<file path="config.mk">
export PLATFORM = sky130hd
export DESIGN_NAME = lfsr_keystream
export DESIGN_NICKNAME = d
export VERILOG_FILES = /design/src/rtl/lfsr_keystream.sv
export SDC_FILE = /design/constraint.sdc
export NUM_CORES = 1
export LEC_CHECK = 0
export CORE_MARGIN = 3
export CORE_UTILIZATION = 53
export DETAILED_ROUTE_END_ITERATION = 12
export GPL_TIMING_DRIVEN = 0
export PLACE_DENSITY = 0.79
export RECOVER_POWER = 25
export SYNTH_ARGS = -nofsm -noshare
export SYNTH_HDL_FRONTEND = slang
export SYNTH_SLANG_ARGS = --single-unit
</file>
<file path="constraint.sdc">
create_clock -name clk -period 2.2 [get_ports clk]
set_input_delay 0.22 -clock clk [delete_from_list [all_inputs] [get_ports clk]]
set_output_delay 0.22 -clock clk [all_outputs]
set_load 0.01 [all_outputs]
</file>
<file path="src/rtl/lfsr_keystream.sv">
// rtl/lfsr_keystream.sv - Fibonacci LFSR key generator, one WIDTH-bit key per request
// A request clocks the register STEPS times and strobes the final state out as the next key.
module lfsr_keystream #(
   parameter int unsigned      WIDTH         = 8,
   parameter logic [WIDTH-1:0] TAPS          = WIDTH'('h18),
   parameter int unsigned      STEPS         = 8,
   parameter logic [WIDTH-1:0] SEED_FALLBACK = WIDTH'(1),
   parameter int unsigned      CNT_W         = 16
) (
   input  logic             clk,
   input  logic             rst,
   input  logic             load,
   input  logic [WIDTH-1:0] seed,
   input  logic             req,
   output logic             busy,
   output logic             key_valid,
   output logic [WIDTH-1:0] key_out,
   output logic             zero_seed,
   output logic [CNT_W-1:0] key_count
);

   typedef enum logic {
      S_IDLE = 1'b0,
      S_RUN  = 1'b1
   } state_t;

   localparam logic [15:0] LAST_STEP = 16'(STEPS - 1);

   state_t            state_q, state_d;
   logic [WIDTH-1:0]  lfsr_q, lfsr_d;
   logic [15:0]       step_q, step_d;
   logic [WIDTH-1:0]  key_out_q, key_out_d;
   logic              key_valid_q, key_valid_d;
   logic              zero_seed_q, zero_seed_d;
   logic [CNT_W-1:0]  key_count_q, key_count_d;

   logic              fb;
   logic [WIDTH-1:0]  lfsr_next;
   logic              seed_is_zero;
   logic [WIDTH-1:0]  load_value;
   logic              last_step;

   assign fb           = ^(lfsr_q & TAPS);
   assign lfsr_next    = {lfsr_q[WIDTH-2:0], fb};
   // An all-zero seed would lock the register, so it is swapped for the fallback.
   assign seed_is_zero = (seed == '0);
   assign load_value   = seed_is_zero ? SEED_FALLBACK : seed;
   assign last_step    = (step_q == LAST_STEP);

   always_ff @(posedge clk) begin
      if (rst) begin
         state_q <= S_IDLE;
      end else begin
         state_q <= state_d;
      end
   end

   always_comb begin
      state_d = state_q;
      case (state_q)
         S_IDLE: begin
            if (!load && req) begin
               state_d = S_RUN;
            end
         end
         S_RUN: begin
            if (load || last_step) begin
               state_d = S_IDLE;
            end
         end
         default: state_d = S_IDLE;
      endcase
   end

   always_comb begin
      busy      = (state_q == S_RUN);
      key_valid = key_valid_q;
      key_out   = key_out_q;
      zero_seed = zero_seed_q;
      key_count = key_count_q;
   end

   // Load takes priority in both states; in RUN it abandons the key being built.
   always_comb begin
      lfsr_d      = lfsr_q;
      step_d      = step_q;
      key_out_d   = key_out_q;
      key_valid_d = 1'b0;
      zero_seed_d = zero_seed_q;
      key_count_d = key_count_q;
      if (load) begin
         lfsr_d      = load_value;
         zero_seed_d = seed_is_zero;
         key_count_d = '0;
      end else begin
         case (state_q)
            S_IDLE: begin
               if (req) begin
                  step_d = '0;
               end
            end
            S_RUN: begin
               lfsr_d = lfsr_next;
               step_d = step_q + 16'd1;
               if (last_step) begin
                  key_out_d   = lfsr_next;
                  key_valid_d = 1'b1;
                  key_count_d = key_count_q + CNT_W'(1);
               end
            end
            default: ;
         endcase
      end
   end

   always_ff @(posedge clk) begin
      if (rst) begin
         lfsr_q      <= SEED_FALLBACK;
         step_q      <= '0;
         key_out_q   <= '0;
         key_valid_q <= 1'b0;
         zero_seed_q <= 1'b0;
         key_count_q <= '0;
      end else begin
         lfsr_q      <= lfsr_d;
         step_q      <= step_d;
         key_out_q   <= key_out_d;
         key_valid_q <= key_valid_d;
         zero_seed_q <= zero_seed_d;
         key_count_q <= key_count_d;
      end
   end

endmodule

</file>
==> results of run 1 <==
[cell families (layout without fill, tap and decap cells)]
logic type | count (synthesis) | after routing | synth area share
and+or+nand+nor | 126 | 126 | 0.306
AOI/OAI and AO/OA | 76 | 76 | 0.183
DFF | 50 | 50 | 0.401
buffers and inverters | 24 | 70 | 0.0396
muxes | 11 | 11 | 0.0461
xor gates and xnor gates | 4 | 4 | 0.0140
adders and majority gates | 2 | 2 | 0.0100
[sequential cells by signal, summed over array words and instances, names as in the netlist]
signal     count
zero_seed      1
lfsr_q         7
key_count     16
busy           1
key_out        8
step_q        16
key_valid      1
[area by class of cell]
class	instances	area [sq um]	share of cell area
Multi-Input combinational cell	219	1410	0.461
Clock inverter	1	5.00	0.00164
Timing Repair Buffer	39	385	0.126
Inverter	4	15.0	0.00492
Clock buffer	7	86.3	0.0283
Buffer	19	85.1	0.0279
Tap cell	52	65.1	0.0213
Sequential cell	50	1000	0.328
[where the power goes]
part           total [mW]  switching [mW]  internal (mW)
Clock               0.543           0.289          0.254
Sequential          0.923         0.00908          0.914
Combinational       0.104          0.0587         0.0448
[per-stage QoR]
step	instances	hold slack, ns
2_1_floorplan	293	0.363
3_3_place_gp	382	0.463
3_5_place_dp	382	0.465
4_1_cts	392	0.294
5_1_grt	391	0.341
6_report	391	0.315
[worst paths after layout]
kind,start,endpoint,slack [ns],cells past startpoint
worst min-delay path,rst,step_q[5],0.31,2
worst max-delay path,busy,key_count[11],0.15,7
worst max register to register,busy,key_count[11],0.15,7
worst min register to register,key_out[1],key_out[1],0.47,2
[layer usage]
metal	vias up	global-route usage	part of all wire
li1	1180	-	-
met1	1146	0.290	0.46
met2	69	0.359	0.48
met3	6	0.0587	0.050
met4	0	0.0791	0.010
met5	-	0	0
[critical path: stages, from the launching register on]
cell and delay (ns):
dfxtp_1 0.37, clkbuf_4 0.22, nor4b_4 0.32, nand3_4 0.17, buf_6 0.18, clkbuf_1 0.23, o31ai_1 0.32, a21oi_1 0.12
[cells in the mapped netlist (3+ instances only)]
| cell | instances | area (sq um) |
|---|---|---|
| o31ai_1 | 12 | 90.1 |
| mux2_2 | 4 | 45.0 |
| a21oi_1 | 38 | 190 |
| nor4_1 | 4 | 25.0 |
| and3_1 | 5 | 31.3 |
| nand2_1 | 20 | 75.1 |
| mux2i_1 | 7 | 70.1 |
| buf_1 | 3 | 11.3 |
| or4_1 | 16 | 120 |
| nand3_1 | 16 | 80.1 |
| inv_1 | 4 | 15.0 |
| nor3_1 | 6 | 30.0 |
| dfxtp_1 | 50 | 1000 |
| clkbuf_1 | 15 | 56.3 |
| nand2b_1 | 3 | 18.8 |
| o21ai_0 | 12 | 60.1 |
| nor2_1 | 27 | 101 |
| nand4_1 | 8 | 50.1 |
| nor4b_4 | 3 | 71.3 |
| nand4b_1 | 3 | 26.3 |
[timing repair]
item                                    in CTS  in global routing
endpoints found under the setup margin       4                 17
gates resized for setup                      0                  9
buffers inserted                             2                  0
==> run_summary.xml, run 1 <==
<?xml version="1.0" encoding="UTF-8"?>
<metrics>
  <group name="timing">
    <metric name="post-route-period-util" unit="">0.930</metric>
    <metric name="setup-violations-final" unit="">0</metric>
    <metric name="hold_viol" unit="">0</metric>
    <metric name="max_freq" unit="MHz">489</metric>
    <metric name="min_period" unit="ns">2.05</metric>
    <metric name="finalSetupTns" unit="ns">0</metric>
    <metric name="relSlewSlack" unit="">0.435</metric>
    <metric name="rsz_0062_raised_after_global_routing" unit="">no</metric>
    <metric name="timing.final.ws_setup" unit="ns">0.153</metric>
    <metric name="slew_of_the_pin_with_the_lowest_slew_margin" unit="ns">0.839</metric>
    <metric name="timing_max_transition_violations_final" unit="">0</metric>
    <metric name="timing.clock.skew" unit="ns">0.00536</metric>
  </group>
  <group name="clock_tree">
    <metric name="number_of_buffers_inserted_by_hold_repair_at_cts" unit="">0</metric>
    <metric name="cts.htree.levels" unit="">2</metric>
    <metric name="clk_pin_slew" unit="ns">0.09</metric>
    <metric name="clk_latency" unit="ns">0.30</metric>
    <metric name="cts-root-buf" unit="">clkbuf_8</metric>
    <metric name="clock_tree_from_tritoncts" unit="">built</metric>
    <metric name="cts-buffers-inserted" unit="">5</metric>
    <metric name="cts_sinks" unit="">50</metric>
    <metric name="cts.path.max_buffers" unit="">2</metric>
  </group>
  <group name="global_routing">
    <metric name="grt-ovfl-total" unit="">0</metric>
    <metric name="pin_count_of_the_biggest_net_entering_global_routing" unit="">15</metric>
    <metric name="initial_antenna_violation_count" unit="">0</metric>
    <metric name="gr_usage_total" unit="">0.223</metric>
    <metric name="grt_first_pass_wirelength" unit="microns">9800</metric>
    <metric name="via_count_of_the_first_global_routing_pass" unit="">2162</metric>
  </group>
  <group name="floorplan">
    <metric name="initial_core_utilization" unit="">0.561</metric>
    <metric name="fp.dieH" unit="microns">74.6</metric>
    <metric name="total_die_area" unit="sq mm">0.00557</metric>
    <metric name="die_w" unit="microns">74.6</metric>
    <metric name="std_cell_rows" unit="">24</metric>
    <metric name="io-pin-count" unit="">39</metric>
    <metric name="core_region_area" unit="sq mm">0.00444</metric>
  </group>
  <group name="yosys">
    <metric name="synth-seq-area-share" unit="">0.401</metric>
    <metric name="yosysWarningCount" unit="">0</metric>
    <metric name="syn-cell-area" unit="sq mm">0.00249</metric>
    <metric name="post_synth_num_cell_types" unit="">46</metric>
    <metric name="syn_area_per_cell" unit="sq um">8.51</metric>
    <metric name="synthesized_net_count" unit="">307</metric>
    <metric name="synth_seq_cells" unit="">50</metric>
    <metric name="synth_enable_flop_cells" unit="">0</metric>
    <metric name="netlist_instances" unit="">293</metric>
    <metric name="dominantRegCellSynth" unit="">dfxtp_1</metric>
    <metric name="async_reset_ff_frac" unit="">0</metric>
  </group>
  <group name="routing">
    <metric name="first_pass_iters" unit="">4</metric>
    <metric name="detail_route.iter0.violations" unit="">188</metric>
    <metric name="via_per_inst" unit="">6.14</metric>
    <metric name="number_of_remaining_drc_errors" unit="">0</metric>
    <metric name="wire_per_inst" unit="microns">15.1</metric>
    <metric name="postRouteAntennaNets" unit="">0</metric>
    <metric name="count_of_vias_placed_by_the_detailed_router" unit="">2401</metric>
    <metric name="route.final.wire_length" unit="microns">5910</metric>
  </group>
  <group name="finish">
    <metric name="post_route_cells_drive_above_1_share" unit="">0.0855</metric>
    <metric name="finalCoreUtilization" unit="">0.687</metric>
    <metric name="final_net_count" unit="">352</metric>
    <metric name="layout.filler_cells" unit="">374</metric>
    <metric name="area.growth.synth_to_final" unit="%">22.3</metric>
    <metric name="layout.cells.most_common" unit="">dfxtp_1</metric>
    <metric name="finish.instance_area" unit="sq mm">0.00305</metric>
    <metric name="n_antenna_cell" unit="">0</metric>
    <metric name="most-common-layout-cells" unit="">dfxtp_1, a21oi_1, nor2_1, clkdlybuf4s50_1, nand2_1</metric>
  </group>
  <group name="critical_path">
    <metric name="critPathRequiredTime" unit="ns">2.38</metric>
    <metric name="crit_path_start_kind" unit="">register</metric>
    <metric name="worstSetupEndpointType" unit="">register</metric>
    <metric name="worst-endpoint-arrival" unit="ns">2.22</metric>
    <metric name="timing_worst_setup_path_type" unit="">reg -&gt; reg</metric>
    <metric name="timing.critical_path.fanout_max" unit="">10</metric>
  </group>
  <group name="placement">
    <metric name="pre_cts_setup_slack" unit="ns">-0.116</metric>
    <metric name="placedInstanceArea" unit="sq mm">0.00293</metric>
    <metric name="numPortBuffers" unit="">37</metric>
    <metric name="post-dp-hpwl" unit="microns">4260</metric>
    <metric name="gp_congestion" unit="">0.861</metric>
  </group>
  <group name="power">
    <metric name="power.density_cell_area" unit="mW/mm^2">514</metric>
    <metric name="design_power_total" unit="mW">1.57</metric>
    <metric name="ir_worst_vdd" unit="uV">431</metric>
    <metric name="p_leak" unit="nW">0.993</metric>
  </group>
  <group name="flow_run">
    <metric name="cap_violations" unit="">0</metric>
  </group>
  <group name="min_path">
    <metric name="hold_class" unit="">in -&gt; reg</metric>
  </group>
  <group name="outcome">
    <metric name="status" unit="">finished, final reports clean</metric>
  </group>
</metrics>
(Power assumes the default switching activity.)
==> run 2, diff against run 1 <==
--- a/config.mk
+++ b/config.mk
@@ -5,8 +5,9 @@
 export SDC_FILE = /design/constraint.sdc
 export NUM_CORES = 1
 export LEC_CHECK = 0
-export CORE_MARGIN = 3
-export CORE_UTILIZATION = 53
+export ABC_AREA = 1
+export CORE_MARGIN = 4
+export CORE_UTILIZATION = 54
 export DETAILED_ROUTE_END_ITERATION = 12
 export GPL_TIMING_DRIVEN = 0
 export PLACE_DENSITY = 0.79
==> run_summary.xml, run 2 <==
<?xml version="1.0" encoding="UTF-8"?>
<metrics>
  <group name="outcome">
    <metric name="status" unit="">finished, final reports clean</metric>
  </group>
  <group name="critical_path">
    <metric name="critical_path.most_common_cell" unit="">nand2_1</metric>
    <metric name="timing.critical_path.fanout_max" unit="">10</metric>
    <metric name="crit_path_start_kind" unit="">register</metric>
    <metric name="cp_cell_sequence" unit="">clkbuf_1, nand2_1, inv_4, nand3_4, inv_2, nand2_1, a21oi_1</metric>
    <metric name="worst-endpoint-arrival" unit="ns">2.01</metric>
    <metric name="cpPeakStageDelay" unit="ns">0.36</metric>
    <metric name="critPathRequiredTime" unit="ns">2.44</metric>
    <metric name="critical-path-slowest-cell" unit="">dfxtp_1</metric>
    <metric name="timing_worst_setup_path_type" unit="">reg -&gt; reg</metric>
    <metric name="worstSetupEndpointType" unit="">register</metric>
  </group>
  <group name="yosys">
    <metric name="synth.largest_area_cell" unit="">dfxtp_1</metric>
    <metric name="synth_seq_cells" unit="">50</metric>
    <metric name="dominantRegCellSynth" unit="">dfxtp_1</metric>
    <metric name="synth_most_common_cell" unit="">nand2_1</metric>
    <metric name="syn-cell-area" unit="sq mm">0.00266</metric>
    <metric name="yosysWarningCount" unit="">0</metric>
    <metric name="netlist_instances" unit="">394</metric>
    <metric name="synthesized_net_count" unit="">408</metric>
    <metric name="ys_top_cells_by_area" unit="">dfxtp_1, nand2_1, nand3_1</metric>
    <metric name="synth_cell_count_leaders" unit="">nand2_1, dfxtp_1, nor2_1, inv_1, nand3_1</metric>
    <metric name="async_reset_ff_frac" unit="">0</metric>
    <metric name="synth-seq-area-share" unit="">0.377</metric>
    <metric name="yosysTopAreaCellShare" unit="">0.377</metric>
    <metric name="synth_enable_flop_cells" unit="">0</metric>
    <metric name="post_synth_num_cell_types" unit="">36</metric>
    <metric name="syn_area_per_cell" unit="sq um">6.74</metric>
  </group>
  <group name="finish">
    <metric name="layout.cells.most_common" unit="">nand2_1</metric>
    <metric name="n_antenna_cell" unit="">0</metric>
    <metric name="area.growth.synth_to_final" unit="%">20.8</metric>
    <metric name="stdcell_count" unit="">505</metric>
    <metric name="final_net_count" unit="">451</metric>
    <metric name="post_route_cells_drive_above_1_share" unit="">0.0890</metric>
    <metric name="most-common-layout-cells" unit="">nand2_1, dfxtp_1, nor2_1, inv_1, nand3_1</metric>
  </group>
  <group name="timing">
    <metric name="post-route-period-util" unit="">0.806</metric>
    <metric name="timing_max_transition_violations_final" unit="">0</metric>
    <metric name="setup-violations-final" unit="">0</metric>
    <metric name="timing.clock.skew" unit="ns">0.00950</metric>
    <metric name="rsz_0062_raised_after_global_routing" unit="">no</metric>
    <metric name="finalSetupTns" unit="ns">0</metric>
    <metric name="relSlewSlack" unit="">0.623</metric>
    <metric name="slew_of_the_pin_with_the_lowest_slew_margin" unit="ns">0.566</metric>
    <metric name="hold_viol" unit="">0</metric>
    <metric name="min_period" unit="ns">1.77</metric>
    <metric name="max_freq" unit="MHz">564</metric>
  </group>
  <group name="floorplan">
    <metric name="core_region_area" unit="sq mm">0.00475</metric>
    <metric name="initial_core_utilization" unit="">0.559</metric>
    <metric name="io-pin-count" unit="">39</metric>
    <metric name="die_w" unit="microns">78.1</metric>
    <metric name="fp.dieH" unit="microns">78.1</metric>
    <metric name="total_die_area" unit="sq mm">0.00611</metric>
    <metric name="std_cell_rows" unit="">25</metric>
  </group>
  <group name="placement">
    <metric name="numPortBuffers" unit="">36</metric>
    <metric name="gp_congestion" unit="">0.853</metric>
    <metric name="dp_cells" unit="">497</metric>
    <metric name="post-dp-hpwl" unit="microns">4560</metric>
  </group>
  <group name="clock_tree">
    <metric name="cts-buffers-inserted" unit="">5</metric>
    <metric name="cts_repair_resize_count" unit="">0</metric>
    <metric name="number_of_buffers_inserted_by_hold_repair_at_cts" unit="">0</metric>
    <metric name="clock_tree_from_tritoncts" unit="">built</metric>
    <metric name="cts_sinks" unit="">50</metric>
    <metric name="cts.path.max_buffers" unit="">2</metric>
    <metric name="clk_latency" unit="ns">0.31</metric>
    <metric name="cts.htree.levels" unit="">2</metric>
    <metric name="post-cts-setup-buffers" unit="">0</metric>
    <metric name="clk_pin_slew" unit="ns">0.10</metric>
    <metric name="cts-root-buf" unit="">clkbuf_8</metric>
  </group>
  <group name="routing">
    <metric name="highest_layer" unit="">met4</metric>
    <metric name="via_per_inst" unit="">5.12</metric>
    <metric name="wire_per_inst" unit="microns">11.9</metric>
    <metric name="met2_wire_length" unit="microns">2860</metric>
    <metric name="detail_route.iter0.violations" unit="">163</metric>
    <metric name="route.final.wire_length" unit="microns">6030</metric>
    <metric name="routedLengthMet1" unit="microns">2810</metric>
    <metric name="met3_wirelength" unit="microns">305</metric>
    <metric name="number_of_remaining_drc_errors" unit="">0</metric>
    <metric name="count_of_vias_placed_by_the_detailed_router" unit="">2588</metric>
    <metric name="postRouteAntennaNets" unit="">0</metric>
    <metric name="first_pass_iters" unit="">4</metric>
  </group>
  <group name="global_routing">
    <metric name="grt_first_pass_wirelength" unit="microns">10400</metric>
    <metric name="pin_count_of_the_biggest_net_entering_global_routing" unit="">17</metric>
    <metric name="via_count_of_the_first_global_routing_pass" unit="">2347</metric>
    <metric name="initial_antenna_violation_count" unit="">0</metric>
    <metric name="grt-ovfl-total" unit="">0</metric>
    <metric name="gr_usage_total" unit="">0.207</metric>
  </group>
  <group name="flow_run">
    <metric name="cap_violations" unit="">0</metric>
  </group>
  <group name="power">
    <metric name="power.density_cell_area" unit="mW/mm^2">527</metric>
    <metric name="p_leak" unit="nW">1.19</metric>
    <metric name="ir_worst_vdd" unit="uV">373</metric>
  </group>
  <group name="min_path">
    <metric name="hold_class" unit="">in -&gt; reg</metric>
  </group>
</metrics>
## run 2: cell types whose count changed after synthesis, moves of 11 or more
| cell | before | now |
|---|---|---|
| nand2_1 | 20 | 137 |
| inv_1 | 4 | 30 |
| nand3_1 | 16 | 30 |
| nor2_1 | 27 | 40 |
| or4_1 | 16 | 0 |
| a21oi_1 | 38 | 26 |
| clkbuf_1 | 15 | 2 |
| o31ai_1 | 12 | 1 |
## run 2: per-stage QoR
step / util / hold slack [ns] / power [mW] / worst slack (ns) / instance area [sq um]
3_3_place_gp: 0.652 / 0.449 / 1.05 / 0.558 / 3100
3_5_place_dp: 0.652 / 0.456 / 1.05 / 0.541 / 3100
6_report: 0.675 / 0.166 / 1.69 / 0.426 / 3210
4_1_cts: 0.676 / 0.161 / 1.70 / 0.523 / 3210
2_1_floorplan: - / 0.423 / 1.01 / 0.748 / 2660
5_1_grt: 0.675 / 0.164 / 1.75 / 0.216 / 3210
## run 2: cell type report
class | count | area (sq um)
fill | 448 | 1550
multi-input combinational | 299 | 1450
sequential | 50 | 1000
timing repair buffer | 36 | 360
inverter | 36 | 139
tap | 67 | 83.8
clock buffer | 5 | 68.8
buffer | 9 | 63.8
clock inverter | 3 | 45.0
## run 2: cells by family after synthesis
kind of cell	share of synthesized area
AOI/OAI and AO/OA	0.116
xor gates and xnor gates	0.0264
adders and majority gates	0.00942
buffers and inverters	0.0768
DFF	0.377
muxes	0.00377
and+or+nand+nor	0.390
## run 2: final timing paths
path	slack [ns]	cells after the start	end	start
worst max register to register	0.43	7	key_out[1]	busy
worst min-delay path	0.17	2	key_out[0]	rst
worst max-delay path	0.43	7	key_out[1]	busy
worst min register to register	0.47	2	key_out[3]	key_out[3]
## run 2: worst max-delay path, delay by kind of cell, from the launching register on
family	cells	cell delay, ns
buffers and inverters	3	0.68
AND/OR/NAND/NOR	3	0.52
flip-flops	1	0.36
AO/OA/AOI/OAI	1	0.13
## run 2: routing by layer
metal / global-route usage / up-vias
met2: 0.360 / 61
met4: 0.0542 / 0
met1: 0.252 / 1159
li1: - / 1361
met5: 0 / -
met3: 0.0539 / 7
## run 2: power breakdown
| part | leakage (nW) | internal, mW | switching [mW] |
|---|---|---|---|
| clock network | 0.0504 | 0.339 | 0.326 |
| logic | 0.732 | 0.0380 | 0.0637 |
| registers | 0.404 | 0.915 | 0.00881 |
==> run 3, diff against run 2 <==
--- a/config.mk
+++ b/config.mk
@@ -7,10 +7,10 @@
 export LEC_CHECK = 0
 export ABC_AREA = 1
 export CORE_MARGIN = 4
-export CORE_UTILIZATION = 54
+export CORE_UTILIZATION = 49
 export DETAILED_ROUTE_END_ITERATION = 12
 export GPL_TIMING_DRIVEN = 0
-export PLACE_DENSITY = 0.79
+export PLACE_DENSITY = 0.76
 export RECOVER_POWER = 25
 export SYNTH_ARGS = -nofsm -noshare
 export SYNTH_HDL_FRONTEND = slang
==> constraint.sdc (replaced) <==
create_clock -name clk -period 1.45 [get_ports clk]
set_input_delay 0.145 -clock clk [delete_from_list [all_inputs] [get_ports clk]]
set_output_delay 0.145 -clock clk [all_outputs]
set_load 0.01 [all_outputs]
==> run_summary.xml, run 3 (synthesis gave the netlist of run 2 again) <==
<?xml version="1.0" encoding="UTF-8"?>
<metrics>
  <group name="floorplan">
    <metric name="core_region_area" unit="sq mm">0.00517</metric>
    <metric name="total_die_area" unit="sq mm">0.00666</metric>
    <metric name="io-pin-count" unit="">39</metric>
    <metric name="initial_core_utilization" unit="">0.514</metric>
    <metric name="std_cell_rows" unit="">26</metric>
    <metric name="die_w" unit="microns">81.6</metric>
    <metric name="fp.dieH" unit="microns">81.6</metric>
  </group>
  <group name="power">
    <metric name="p_leak" unit="nW">1.35</metric>
    <metric name="net-switching-power" unit="mW">0.588</metric>
    <metric name="relative_contribution_of_the_clock_network_to_total_power" unit="">0.368</metric>
    <metric name="ir_worst_vdd" unit="uV">625</metric>
    <metric name="swShare" unit="">0.238</metric>
    <metric name="sequential_share_of_power" unit="">0.565</metric>
    <metric name="internal-power" unit="mW">1.88</metric>
    <metric name="combPwrFrac" unit="">0.067</metric>
    <metric name="power.density_cell_area" unit="mW/mm^2">706</metric>
  </group>
  <group name="critical_path">
    <metric name="critPathRequiredTime" unit="ns">1.69</metric>
    <metric name="timing_worst_setup_path_type" unit="">reg -&gt; reg</metric>
    <metric name="worstSetupEndpointType" unit="">register</metric>
    <metric name="timing.critical_path.fanout_max" unit="">7</metric>
    <metric name="crit_path_start_kind" unit="">register</metric>
    <metric name="worst-endpoint-arrival" unit="ns">1.68</metric>
  </group>
  <group name="timing">
    <metric name="finalSetupTns" unit="ns">0</metric>
    <metric name="hold_viol" unit="">0</metric>
    <metric name="post-route-period-util" unit="">0.989</metric>
    <metric name="min_period" unit="ns">1.43</metric>
    <metric name="setup-violations-final" unit="">0</metric>
    <metric name="timing_max_transition_violations_final" unit="">0</metric>
    <metric name="slew_of_the_pin_with_the_lowest_slew_margin" unit="ns">0.509</metric>
    <metric name="max_freq" unit="MHz">697</metric>
    <metric name="relSlewSlack" unit="">0.661</metric>
    <metric name="rsz_0062_raised_after_global_routing" unit="">yes</metric>
    <metric name="final.hold.worst_slack" unit="ns">0.0926</metric>
    <metric name="timing.clock.skew" unit="ns">0.00518</metric>
  </group>
  <group name="finish">
    <metric name="layout.filler_cells" unit="">449</metric>
    <metric name="final-seq-area" unit="sq mm">0.00104</metric>
    <metric name="area.growth.synth_to_final" unit="%">31.6</metric>
    <metric name="most-common-layout-cells" unit="">nand2_1, clkdlybuf4s50_1, nor2_1, inv_1, nand3_1</metric>
    <metric name="final_net_count" unit="">461</metric>
    <metric name="finish.instance_area" unit="sq mm">0.00350</metric>
    <metric name="n_antenna_cell" unit="">0</metric>
    <metric name="multiInputGateArea" unit="sq mm">0.00159</metric>
    <metric name="layout.cells.most_common" unit="">nand2_1</metric>
    <metric name="post_route_cells_drive_above_1_share" unit="">0.219</metric>
  </group>
  <group name="routing">
    <metric name="postRouteAntennaNets" unit="">0</metric>
    <metric name="number_of_remaining_drc_errors" unit="">0</metric>
    <metric name="via_per_inst" unit="">5.15</metric>
    <metric name="detail_route.iter0.violations" unit="">125</metric>
    <metric name="first_pass_iters" unit="">4</metric>
    <metric name="count_of_vias_placed_by_the_detailed_router" unit="">2666</metric>
    <metric name="wire_per_inst" unit="microns">12.8</metric>
    <metric name="route.final.wire_length" unit="microns">6610</metric>
  </group>
  <group name="placement">
    <metric name="gp_congestion" unit="">0.895</metric>
    <metric name="placedInstanceArea" unit="sq mm">0.00311</metric>
    <metric name="numPortBuffers" unit="">36</metric>
    <metric name="post-dp-hpwl" unit="microns">4650</metric>
  </group>
  <group name="min_path">
    <metric name="hold_class" unit="">in -&gt; reg</metric>
  </group>
  <group name="clock_tree">
    <metric name="clk_pin_slew" unit="ns">0.09</metric>
    <metric name="cts.htree.levels" unit="">2</metric>
    <metric name="clock_tree_from_tritoncts" unit="">built</metric>
    <metric name="clk_latency" unit="ns">0.30</metric>
    <metric name="cts-root-buf" unit="">clkbuf_8</metric>
    <metric name="cts.path.max_buffers" unit="">2</metric>
    <metric name="cts_sinks" unit="">50</metric>
    <metric name="cts-buffers-inserted" unit="">5</metric>
  </group>
  <group name="global_routing">
    <metric name="via_count_of_the_first_global_routing_pass" unit="">2488</metric>
    <metric name="grt_first_pass_wirelength" unit="microns">11000</metric>
    <metric name="grt-ovfl-total" unit="">0</metric>
    <metric name="gr_usage_total" unit="">0.206</metric>
    <metric name="initial_antenna_violation_count" unit="">0</metric>
    <metric name="pin_count_of_the_biggest_net_entering_global_routing" unit="">16</metric>
  </group>
  <group name="outcome">
    <metric name="status" unit="">finished, final reports clean</metric>
  </group>
  <group name="flow_run">
    <metric name="cap_violations" unit="">0</metric>
  </group>
</metrics>
[run 3: changes by cell type in the layout (fill, tap and decap cells not counted), moves of 5 or more]
cell and change:
nand2_1 -11, clkdlybuf4s50_1 +5, nand2_4 +7, nor2_1 -9, dfxtp_1 -23, dfxtp_2 +19
nor2_2 +7, dlygate4sd3_1 -6, buf_4 +10
[run 3: power groups by stage]
| stage | clock network, mW | logic (mW) | registers, mW |
|---|---|---|---|
| 6_report | 0.909 | 0.165 | 1.40 |
| 5_1_grt | 0.988 | 0.183 | 1.40 |
| 4_1_cts | 0.931 | 0.161 | 1.40 |
| 3_5_place_dp | 0 | 0.156 | 1.44 |
| 3_3_place_gp | 0 | 0.154 | 1.43 |
| 2_1_floorplan | 0 | 0.0974 | 1.43 |
[run 3: path summary, 6_finish.rpt]
kind	start	endpoint	slack (ns)	cells past startpoint
min	rst	key_out[0]	0.09	2
max	step_q[0]	key_count[3]	0.02	8
min reg2reg	key_out[5]	key_out[5]	0.47	2
max reg2reg	step_q[0]	key_count[3]	0.02	8
[run 3: metrics by stage]
| step | utilization | power, mW | setup WS [ns] | cells |
|---|---|---|---|---|
| after global placement | 0.601 | 1.59 | -0.164 | 500 |
| after detailed placement | 0.601 | 1.59 | -0.200 | 500 |
| after global routing | 0.676 | 2.57 | -0.0598 | 518 |
| final | 0.676 | 2.47 | 0.0157 | 518 |
| after floorplan | - | 1.53 | 0.0371 | 394 |
| after CTS | 0.641 | 2.49 | -0.000973 | 511 |
[run 3: cell type report]
type                            instances  area share
Sequential cell                        50       0.297
Tap cell                               70      0.0251
Clock inverter                          1     0.00251
Buffer                                  9      0.0200
Inverter                               36      0.0429
Timing Repair Buffer                   46       0.130
Clock buffer                            7      0.0276
Multi-Input combinational cell        299       0.454
[run 3: layer usage]
| layer | GRT usage | vias up | routed length (microns) |
|---|---|---|---|
| li1 | - | 1382 | - |
| met1 | 0.263 | 1206 | 2960 |
| met2 | 0.357 | 66 | 3210 |
| met3 | 0.0384 | 12 | 330 |
| met4 | 0.0548 | 0 | 106 |
| met5 | 0 | - | 0 |
[run 3: timing repair]
action                     in CTS  in global routing
setup endpoints to repair      38                 35
cloned                          0                  1
hold buffers                    0                  0
setup buffers                   3                  6
resized for setup              33                 38
pin swaps                       6                 10
[run 3: worst max-delay path: stages, from the launching register on]
cell,delay (ns)
dfxtp_4,0.37
ha_4,0.16
nand3_4,0.09
nor2_4,0.18
nand3_4,0.15
clkinv_4,0.11
buf_12,0.14
nand2_4,0.05
a21oi_2,0.12
